===== src/rtl/adc_s2p_mc.sv =====
// adc_s2p_mc: multi-lane ADC serial-to-parallel converter with frame FIFO.
//
// Deserialises NLANE synchronous serial lanes into DWIDTH-bit words. It packs
// one word per lane into a frame and buffers the frames in a show-ahead FIFO
// with a valid/ready output.
//
// Ports:
//   clk10m      in   system clock, rising edge
//   rst_n       in   asynchronous active-low reset
//   adc_sdata   in   [NLANE]  serial data, one bit per lane
//   adc_bit_en  in   bit strobe qualifying adc_sdata / adc_sync
//   adc_sync    in   marks bit 0 of a new word (on a bit_en cycle)
//   pdo         out  [NLANE*DWIDTH] FIFO head, lane i at pdo[i*DWIDTH +: DWIDTH]
//   pdo_valid   out  head entry valid
//   pdo_ready   in   consumer pops head when pdo_valid & pdo_ready
//   fifo_level  out  entries held, 0..FIFO_DEPTH
//   ovf         out  sticky overflow flag
//   ovf_clr     in   clears ovf (a coincident overflow wins)
//   pdo_seq     out  [8] head frame sequence tag (ADC_S2P_SEQ_EN only)
//   ferr_cnt    out  [8] saturating framing-error count
//
// Build option: define ADC_S2P_SEQ_EN to tag each frame with an 8-bit
// sequence number. The number advances on every completed frame, including
// frames that are dropped on overflow.
//
// state   | meaning
// --------+-----------------------------------------------------------
// S_IDLE  | waiting for a sync-qualified bit 0
// S_SHIFT | word in progress; cnt_q = number of bits captured so far
module adc_s2p_mc #(
  parameter int DWIDTH     = 12,
  parameter int NLANE      = 2,
  parameter int FIFO_DEPTH = 4,
  parameter int MSB_FIRST  = 1
) (
  input  logic                               clk10m,
  input  logic                               rst_n,
  input  logic [NLANE-1:0]                   adc_sdata,
  input  logic                               adc_bit_en,
  input  logic                               adc_sync,
  output logic [NLANE*DWIDTH-1:0]            pdo,
  output logic                               pdo_valid,
  input  logic                               pdo_ready,
  output logic [$clog2(FIFO_DEPTH+1)-1:0]    fifo_level,
  output logic                               ovf,
  input  logic                               ovf_clr,
`ifdef ADC_S2P_SEQ_EN
  output logic [7:0]                         pdo_seq,
`endif
  output logic [7:0]                         ferr_cnt
);

  localparam int CW = $clog2(DWIDTH);
  localparam int LW = $clog2(FIFO_DEPTH + 1);
  localparam int PW = $clog2(FIFO_DEPTH);
  localparam int FW = NLANE * DWIDTH;

  typedef enum logic {S_IDLE, S_SHIFT} state_t;

  state_t          state_q, state_d;
  logic [CW-1:0]   cnt_q, cnt_d;
  logic            start, shift, push, ferr;
  logic [FW-1:0]   sh_q, frame;
  logic [DWIDTH-1:0] lane_base, lane_new;

  logic [FW-1:0]   mem [FIFO_DEPTH];
  logic [PW-1:0]   wr_ptr, rd_ptr, rd_next;
  logic            pop, full, push_ok, empty_after_pop;

  always_comb begin
    state_d = state_q;
    cnt_d   = cnt_q;
    start   = 1'b0;
    shift   = 1'b0;
    push    = 1'b0;
    ferr    = 1'b0;
    if (adc_bit_en) begin
      case (state_q)
        S_IDLE: begin
          if (adc_sync) begin
            start   = 1'b1;
            cnt_d   = CW'(1);
            state_d = S_SHIFT;
          end
        end
        S_SHIFT: begin
          if (adc_sync) begin
            // early sync: drop the partial word, this bit opens a new one
            start = 1'b1;
            ferr  = 1'b1;
            cnt_d = CW'(1);
          end else if (cnt_q == CW'(DWIDTH - 1)) begin
            shift   = 1'b1;
            push    = 1'b1;
            cnt_d   = '0;
            state_d = S_IDLE;
          end else begin
            shift = 1'b1;
            cnt_d = cnt_q + CW'(1);
          end
        end
        default: state_d = S_IDLE;
      endcase
    end
  end

  // Next shift-register contents. When a word starts, the old contents are
  // ignored. The completed frame therefore comes straight from this logic,
  // which lets it be pushed on the same edge that samples the last bit.
  always_comb begin
    frame     = '0;
    lane_base = '0;
    lane_new  = '0;
    for (int i = 0; i < NLANE; i++) begin
      lane_base = start ? '0 : sh_q[i*DWIDTH +: DWIDTH];
      if (MSB_FIRST != 0)
        lane_new = (lane_base << 1) | DWIDTH'(adc_sdata[i]);
      else
        lane_new = (lane_base >> 1) | {adc_sdata[i], {(DWIDTH-1){1'b0}}};
      frame[i*DWIDTH +: DWIDTH] = lane_new;
    end
  end

  assign pdo_valid       = (fifo_level != '0);
  assign full            = (fifo_level == LW'(FIFO_DEPTH));
  assign pop             = pdo_valid & pdo_ready;
  assign push_ok         = push & (~full | pop);
  assign rd_next         = rd_ptr + PW'(pop);
  // The new frame becomes the head only if nothing older remains after the pop.
  assign empty_after_pop = (fifo_level == LW'(pop));

  always_ff @(posedge clk10m) begin
    if (push_ok) mem[wr_ptr] <= frame;
  end

  always_ff @(posedge clk10m or negedge rst_n) begin
    if (!rst_n) begin
      state_q    <= S_IDLE;
      cnt_q      <= '0;
      sh_q       <= '0;
      wr_ptr     <= '0;
      rd_ptr     <= '0;
      fifo_level <= '0;
      pdo        <= '0;
      ovf        <= 1'b0;
      ferr_cnt   <= '0;
    end else begin
      state_q <= state_d;
      cnt_q   <= cnt_d;
      if (start | shift) sh_q <= frame;
      if (ferr && ferr_cnt != 8'hFF) ferr_cnt <= ferr_cnt + 8'd1;
      if (push_ok) wr_ptr <= wr_ptr + PW'(1);
      rd_ptr     <= rd_next;
      fifo_level <= fifo_level + LW'(push_ok) - LW'(pop);
      // pdo is a registered copy of the head; it holds when the FIFO drains
      if (push_ok && empty_after_pop) pdo <= frame;
      else if (pop && !empty_after_pop) pdo <= mem[rd_next];
      if (push && full && !pop) ovf <= 1'b1;
      else if (ovf_clr)         ovf <= 1'b0;
    end
  end

`ifdef ADC_S2P_SEQ_EN
  logic [7:0] seq_cnt;
  logic [7:0] seq_mem [FIFO_DEPTH];

  always_ff @(posedge clk10m) begin
    if (push_ok) seq_mem[wr_ptr] <= seq_cnt;
  end

  always_ff @(posedge clk10m or negedge rst_n) begin
    if (!rst_n) begin
      seq_cnt <= '0;
      pdo_seq <= '0;
    end else begin
      if (push) seq_cnt <= seq_cnt + 8'd1;
      if (push_ok && empty_after_pop) pdo_seq <= seq_cnt;
      else if (pop && !empty_after_pop) pdo_seq <= seq_mem[rd_next];
    end
  end
`endif

endmodule


===== config.mk =====
export PLATFORM = sky130hd
export DESIGN_NAME = adc_s2p_mc
export DESIGN_NICKNAME = d
export VERILOG_FILES = /design/src/rtl/adc_s2p_mc.sv
export SDC_FILE = /design/constraint.sdc
export NUM_CORES = 1
export LEC_CHECK = 0
export CAP_MARGIN = 25
export CORE_MARGIN = 2
export CORE_UTILIZATION = 45
export CTS_CLUSTER_DIAMETER = 200
export CTS_CLUSTER_SIZE = 10
export DETAILED_ROUTE_END_ITERATION = 10
export PLACE_DENSITY = 0.75
export SLEW_MARGIN = 20
export SYNTH_ARGS = -nofsm -noshare
export SYNTH_HDL_FRONTEND = slang
export SYNTH_SLANG_ARGS = --single-unit

===== constraint.sdc =====
create_clock -name clk10m -period 4.1 [get_ports clk10m]
set_input_delay 0.82 -clock clk10m [delete_from_list [all_inputs] [get_ports clk10m]]
set_output_delay 0.82 -clock clk10m [all_outputs]
set_load 0.02 [all_outputs]

# After elaboration in Yosys (flattened, before gate mapping)
# Memories as Yosys holds them, arrays and structs flattened.
# Index checks and enable logic that the tools add are counted.
# totals
n_memories	1
out_inout_bits	37
ramBits	96
reg_bits	68
input_bits	8
# classes
reduce_logical	11
mux	26
add_sub_neg	6
eq_ne	5
bitwise_logic	8
# memory_table
memory	words	width	rd	rd_clocked_by_memory_dff	write_ports	line	text
mem	4	24	1	0	1	66	logic [FW-1:0] mem [FIFO_DEPTH];
# op_table
operator	count
24-bit two-way mux	2
12-bit by 1-bit OR with 12-bit output	2
11-bit two-way mux	2
1-bit two-way mux	17
4-bit two-way mux	3
8-bit by 1-bit adder with 8-bit output, second input constant	1
8-bit != test, second input constant	1
4-bit case mux with 2 select lines	1
1-bit logical AND	5
4-bit by 1-bit adder with 4-bit output, second input constant	1
4-bit == test, second input constant	1
2-bit nonzero test	2
3-bit by 1-bit adder with 3-bit output	1
3-bit by 1-bit == test with 1-bit output	1
3-bit == test, second input constant	1
3-bit nonzero test	1
3-bit by 1-bit subtractor with 3-bit output	1
2-bit by 1-bit adder with 2-bit output	1
2-bit by 1-bit adder with 2-bit output, second input constant	1
1-bit bitwise AND	2
1-bit zero test	2
2-bit != test, second input constant	1
1-bit NOT	2
1-bit OR	2
other kinds (2)	2

# Logic depth before layout (Yosys ltp)
# Gate-level depths: netlist of run 1.
# depth
word_depth	8
ltp_mapped	12
depth_no_buf	10

# Worst setup path after synthesis of run 1
# OpenSTA, ideal clock, no wires.
# synth_path
path_type	input to register
from	in pdo_ready
to	reg fifo_level[2]
required_time_ns	3.977
path_stages	10
arrival_time_ns	2.623
path_buffers	1
setup_slack_ns	1.353
setup_time_ns	0.123
cell_sequence	or4b_1 -> and3_1 -> clkbuf_1 -> inv_1 -> ha_1 -> inv_1 -> ha_1 -> fa_1 -> xnor2_1 -> xnor2_1
# synth_between
elab_chain_len	5
# synth_rtl
element	line	text
start: declaration	43	input logic pdo_ready,
1-bit bitwise AND (*)	126	assign pop = pdo_valid & pdo_ready;
1-bit OR	127	assign push_ok = push & (~full | pop);
1-bit bitwise AND	127	
3-bit by 1-bit adder with 3-bit output	154	fifo_level <= fifo_level + LW'(push_ok) - LW'(pop);
3-bit by 1-bit subtractor with 3-bit output (*)	154	
end signal: assignment	154	
end: declaration	44	output logic [$clog2(FIFO_DEPTH+1)-1:0] fifo_level,
# Mark *: on every way between the ends. The rest lies on a longest branch, timed or not.
# A chain may end at the register's enable or synchronous reset.

# Worst setup path after layout of run 1
# layout_path
from	in adc_bit_en
to	reg fifo_level[2]
# layout_between
elab_chain_len	4
# layout_rtl
element	line	text
start: declaration	39	input logic adc_bit_en,
1-bit two-way mux	77	if (adc_bit_en) begin
1-bit bitwise AND	127	
3-bit by 1-bit adder with 3-bit output	154	
3-bit by 1-bit subtractor with 3-bit output	154	
# Every way passes these cells.

==> flow_summary.json, run 1 <==
{
  "outcome": "finished, final reports clean",
  "synth_common_cells": "edfxtp_1 (96), dfrtp_1 (67), mux2i_1 (48)",
  "ant_nets": 0,
  "synth_area_per_cell_um2": 15.7,
  "yosysWarnings": 0,
  "grt_pass1_vias": 3916,
  "skew_ns": 0.00761,
  "r2r-start": "fifo_level[1]",
  "synth_edf_count": 96,
  "slew_headroom": 0.423,
  "cts_tree": "yes",
  "hold_viol": 0,
  "ios": 45,
  "via_count": 3751,
  "multi_input_area_um2": 1830,
  "path_cells": "clkdlybuf4s50_1, and3b_2, and3_1, inv_1, ha_1, inv_1, ha_1, fa_1, xnor2_1, xnor2_1",
  "critPathMaxFanout": 8,
  "r2r_setup_slack_ns": 1.47,
  "rows": 44,
  "path_buf_inv": 3,
  "power_density_nw_per_um2": 677,
  "layout-drive-gt1-share": 0.0998,
  "cp-end-kind": "flip-flop",
  "core_area_um2": 14400,
  "hpwl_um": 7280,
  "cp.arrival_ns": 3.16,
  "criticalPathCategory": "in -> reg",
  "place_congestion": 0.714,
  "rr_worst_depth": 8,
  "synthFlopType": "edfxtp_1",
  "grt_max_degree": 50,
  "drt_iter0_drc": 220,
  "detailedRoute.firstPassIterationCount": 4,
  "cts_inserted_buffers": 17,
  "yosysTopAreaCell": "edfxtp_1",
  "io_buffers": 44,
  "seq_area_um2": 4560,
  "slew_violations": 0,
  "cts_setup_buffers": 0,
  "max_freq_ghz": 0.350,
  "antenna_found_initial": 0,
  "synth_top_cells_by_area": "edfxtp_1 (44%), dfrtp_1 (26%), mux2i_1 (7.3%)",
  "worst_ir_drop_vdd_v": 0.000621,
  "num-nets-final": 486,
  "syn2layout_area_growth_pct": 18.3,
  "die_area_um2": 15500,
  "max-cap-violations": 0,
  "cts_buffer_depth": 2,
  "utilization": 0.538,
  "ys_seq_area_frac": 0.697,
  "leakage_nw": 3.14,
  "ctsHtreeMaxLevel": 4,
  "insertion_delay_ns": 0.42,
  "synth_top_area_frac": 0.441,
  "antenna_cells": 0,
  "fin_crit_sh": 0.697,
  "cts-hold-fix-buffers": 0,
  "async_flop_share": 0.411,
  "start_util": 0.455,
  "path_clk_slew_ns": 0.06,
  "syn_area_um2": 6540,
  "wl_per_cell_um": 19.4,
  "hold_path.class": "in -> async",
  "grt_usage": 0.175,
  "routed_wl_um": 12900,
  "post-route-drc-count": 0,
  "ys_seq_elements": 163,
  "finalSetupViolCount": 0,
  "rsz0062_at_grt": "no",
  "start_kind": "input pin",
  "crit_family": "adder cells",
  "setup_tns_ns": 0,
  "ys_types": 40,
  "syn_nets": 435,
  "fin_crit_ns": 2.86,
  "cts-resized-gates": 0,
  "cp_slowest_cell": "clkdlybuf4s50_1",
  "fp.dieW_um": 125,
  "viasPerCell": 5.64,
  "synth_most_common_cell": "edfxtp_1",
  "grt_overflow": 0,
  "die_y_um": 125,
  "tightest_slew_ns": 0.863,
  "grt_pass1_wl_um": 20800,
  "crit_required_ns": 4.40,
  "fill_cells": 1124,
  "cpPeakStageDelay_ns": 0.59,
  "clock-sinks": 163,
  "root_buffer": "clkbuf_16",
  "reg2reg_to": "pdo[19]",
  "netlist_instances": 417
}
-- stage by stage --
step,power [mW],worst slack (ns),hold slack [ns],instance area (um^2),cells
after floorplan,3.20,1.35,0.455,6540,417
after global placement,3.76,0.888,0.474,7170,633
after detailed placement,3.81,0.791,0.484,7170,633
after CTS,5.28,1.24,0.472,7730,665
after global routing,5.46,1.04,0.497,7730,665
final,5.23,1.24,0.455,7730,665
-- flip-flops by register name, indices dropped and copies added, names as in the netlist --
name / count
rd_ptr: 2
sh_q: 22
fifo_level: 3
pdo: 24
state_q: 1
ovf: 1
ferr_cnt: 8
cnt_q: 4
mem: 96
wr_ptr: 2
-- report_power, final --
group | internal (mW) | switching (mW)
Combinational | 0.809 | 0.851
Clock | 0.888 | 0.575
Sequential | 1.93 | 0.180
Total | 3.63 | 1.61
-- worst max path at each step --
| stage | from | to | cells after the start |
|---|---|---|---|
| final | adc_bit_en | fifo_level[2] | 10 |
| after global routing | adc_bit_en | fifo_level[2] | 10 |
| after CTS | adc_bit_en | fifo_level[2] | 10 |
| after detailed placement | adc_bit_en | fifo_level[2] | 10 |
| after global placement | adc_bit_en | fifo_level[2] | 10 |
| after floorplan | pdo_ready | fifo_level[2] | 10 |
-- cells in the final DEF, fill, tap and decap left out, types with 3 or more instances in the layout --
master and instances:
buf_4 9, a211o_1 5, nor2_1 8, and2_1 27
ha_1 9, clkbuf_16 18, clkinv_2 4, clkbuf_1 5
edfxtp_1 96, clkdlybuf4s50_1 43, nand2_1 15, nand4_1 3
inv_1 9, xnor2_1 9, a221o_1 19, a22o_1 20
mux2i_1 48, and3_1 4, o22ai_1 25, mux2_2 5
clkbuf_8 5, o21ai_0 3, dfrtp_1 67, nand3_1 3
-- routing by layer --
layer	vias to the layer above	wire (um)	global-route usage
met3	19	628	0.0473
met4	0	188	0.0668
met1	1936	5460	0.215
met2	96	6600	0.296
met5	-	0	0
li1	1700	-	-
-- layout make-up --
cell class,instances,area share
clock inverters,4,0.00259
well taps,184,0.0298
repair buffers,54,0.0676
flip-flops and latches,163,0.590
multi-input cells,223,0.236
inverters,9,0.00437
clock buffers,28,0.0696
-- logic make-up after synthesis --
| kind of cell | Yosys count | share of synthesized area |
|---|---|---|
| AND/OR/NAND/NOR | 69 | 0.0593 |
| XOR/XNOR | 11 | 0.0147 |
| buffers and inverters | 31 | 0.0260 |
| multiplexers | 53 | 0.0821 |
| flip-flops | 163 | 0.697 |
| adder cells (fa/ha/maj) | 10 | 0.0203 |
| AO/OA/AOI/OAI | 80 | 0.100 |
-- worst reg2reg max path, delay by kind of cell, from the launching register on --
family	cells	cell delay (ns)
xor gates and xnor gates	1	0.20
DFF	1	0.45
buffers and inverters	1	0.34
adders and majority gates	1	0.25
and+or+nand+nor	2	0.58
muxes	1	0.28
AOI/OAI and AO/OA	2	0.41
(Power assumes the default switching activity.)
==> run 2: changes to the inputs <==
--- a/config.mk
+++ b/config.mk
@@ -11,7 +11,7 @@
 export CTS_CLUSTER_DIAMETER = 200
 export CTS_CLUSTER_SIZE = 10
 export DETAILED_ROUTE_END_ITERATION = 10
-export PLACE_DENSITY = 0.75
+export PLACE_DENSITY = 0.77
 export SLEW_MARGIN = 20
 export SYNTH_ARGS = -nofsm -noshare
 export SYNTH_HDL_FRONTEND = slang
==> constraint.sdc (replaced) <==
create_clock -name clk10m -period 2.4 [get_ports clk10m]
set_input_delay 0.48 -clock clk10m [delete_from_list [all_inputs] [get_ports clk10m]]
set_output_delay 0.48 -clock clk10m [all_outputs]
set_load 0.02 [all_outputs]
==> run 2 against run 1 <==
Net effect: cell area rose by 6.5%; worst setup slack worse by 1.2 ns; global-route usage is 0.50 points higher; power up 91%; core utilization increased by 3.5 points; first-iteration DRC count rose by 68%; critical path depth down 1; final cell count rose by 3.9%; sequential share of layout area fell by 3.6 points; highest routed layer unchanged.
==> flow_summary.json, run 2 (same netlist as run 1, synthesis figures left out) <==
{
  "outcome": "finished, final reports clean",
  "post-route-drc-count": 0,
  "largest_reg_flops": 96,
  "grt_pass1_vias": 3976,
  "ios": 45,
  "cts_buffer_depth": 2,
  "worst_ir_drop_vdd_v": 0.000742,
  "postPlaceCellArea_um2": 7430,
  "core_area_um2": 14400,
  "grt_pass1_wl_um": 21500,
  "ant_nets": 0,
  "antenna_cells": 0,
  "tightest_slew_ns": 0.774,
  "via_count": 3914,
  "die_area_um2": 15500,
  "fill_cells": 1089,
  "final_common_cell": "edfxtp_1",
  "fin_crit_ns": 2.35,
  "start_kind": "flip-flop",
  "leakage_nw": 3.35,
  "hold_path.class": "in -> async",
  "critPathMaxFanout": 9,
  "cts_inserted_buffers": 17,
  "max_freq_ghz": 0.426,
  "cts_tree": "yes",
  "path_clk_slew_ns": 0.06,
  "layout-drive-gt1-share": 0.168,
  "crit_required_ns": 2.70,
  "antenna_found_initial": 0,
  "final_cell_area_um2": 8240,
  "utilization": 0.573,
  "finalSetupViolCount": 0,
  "hold_viol": 0,
  "fp.dieW_um": 125,
  "insertion_delay_ns": 0.42,
  "drt_iter0_drc": 370,
  "fin_crit_sh": 0.978,
  "power_density_nw_per_um2": 1210,
  "max-cap-violations": 0,
  "num-nets-final": 512,
  "place_congestion": 0.749,
  "hpwl_um": 7630,
  "syn2layout_area_growth_pct": 25.9,
  "rows": 44,
  "grt_overflow": 0,
  "die_y_um": 125,
  "skew_ns": 0.00960,
  "start_util": 0.455,
  "ctsHtreeMaxLevel": 4,
  "root_buffer": "clkbuf_16",
  "viasPerCell": 5.66,
  "io_buffers": 44,
  "top_regs": "mem: 96 flops, pdo: 24 flops, sh_q: 22 flops",
  "rr_worst_depth": 9,
  "detailedRoute.firstPassIterationCount": 4,
  "cp.arrival_ns": 2.65,
  "cp-end-kind": "flip-flop",
  "routed_wl_um": 14100,
  "top_register": "mem",
  "criticalPathCategory": "reg -> reg",
  "slew_headroom": 0.478,
  "slew_violations": 0,
  "wl_per_cell_um": 20.4,
  "layout_common_cells": "edfxtp_1 (96), dfrtp_1 (65), mux2i_1 (47)",
  "pre_cts_ws_ns": -0.377,
  "setup_ws_ns": 0.0528,
  "grt_usage": 0.180,
  "grt_max_degree": 45,
  "clock-sinks": 163
}
-- run 2: changes by cell type in the layout (fill, tap and decap cells not counted), sizes merged --
cell | previous run | this run
dlygate4sd3 | 0 | 1
buf | 11 | 32
clkbuf | 28 | 26
clkinvlp | 0 | 2
clkinv | 4 | 5
bufinv | 0 | 3
-- run 2: cell type report --
cell class | instances | area [um^2] | share of cell area
multi-input cells | 223 | 1870 | 0.227
repair buffers | 80 | 948 | 0.115
clock buffers | 22 | 454 | 0.0552
inverters | 9 | 33.8 | 0.00410
clock inverters | 10 | 134 | 0.0163
flip-flops and latches | 163 | 4560 | 0.554
well taps | 184 | 230 | 0.0280
-- run 2: path summary, 6_finish.rpt --
| check | startpoint | end | slack (ns) |
|---|---|---|---|
| worst max-delay path | fifo_level[1] | pdo[23] | 0.05 |
| worst min-delay path | rst_n | ferr_cnt[5] | 0.45 |
| worst max register to register | fifo_level[1] | pdo[23] | 0.05 |
| worst min register to register | ferr_cnt[5] | ferr_cnt[5] | 0.50 |
| max in group asynchronous | rst_n | pdo[4] | 1.44 |
| min in group clk10m | ferr_cnt[5] | ferr_cnt[5] | 0.50 |
-- run 2: through the flow --
stage	hold WS (ns)	std cells	power (mW)	TNS (ns)
after CTS	0.426	684	9.57	0
after floorplan	0.184	417	5.52	0
final	0.451	691	9.98	0
after detailed placement	0.338	648	6.67	-6.97
after global routing	0.461	691	10.4	-0.0861
after global placement	0.333	648	6.58	-4.83
-- run 2: routing by layer --
metal | vias to the layer above | global-route usage | wire, um
met4 | 0 | 0.0555 | 134
met3 | 12 | 0.0520 | 974
met1 | 2006 | 0.228 | 5670
met2 | 131 | 0.301 | 7330
met5 | - | 0 | 0
li1 | 1765 | - | -
-- run 2: power breakdown --
part           internal [mW]  leakage (nW)  switching, mW
sequential              3.30          1.77          0.283
clock                   1.66         0.284           1.03
combinational           1.98          1.30           1.73
total                   6.93          3.35           3.04
-- run 2: worst max-delay path, stage by stage, from the launching register on --
cell	delay [ns]
dfrtp_2	0.42
or3_4	0.39
and2_4	0.16
ha_4	0.17
xor2_4	0.16
buf_6	0.15
buf_12	0.15
mux2i_1	0.22
o22ai_1	0.11
a221o_1	0.28
-- run 2: timing repair --
action / CTS / global route
pin swaps: 0 / 3
hold buffers: 1 / 0
endpoints found under the setup margin: 1 / 24
buffers inserted: 2 / 4
endpoints found under the hold margin: 5 / 0
gates resized for setup: 2 / 10
gates cloned: 1 / 4
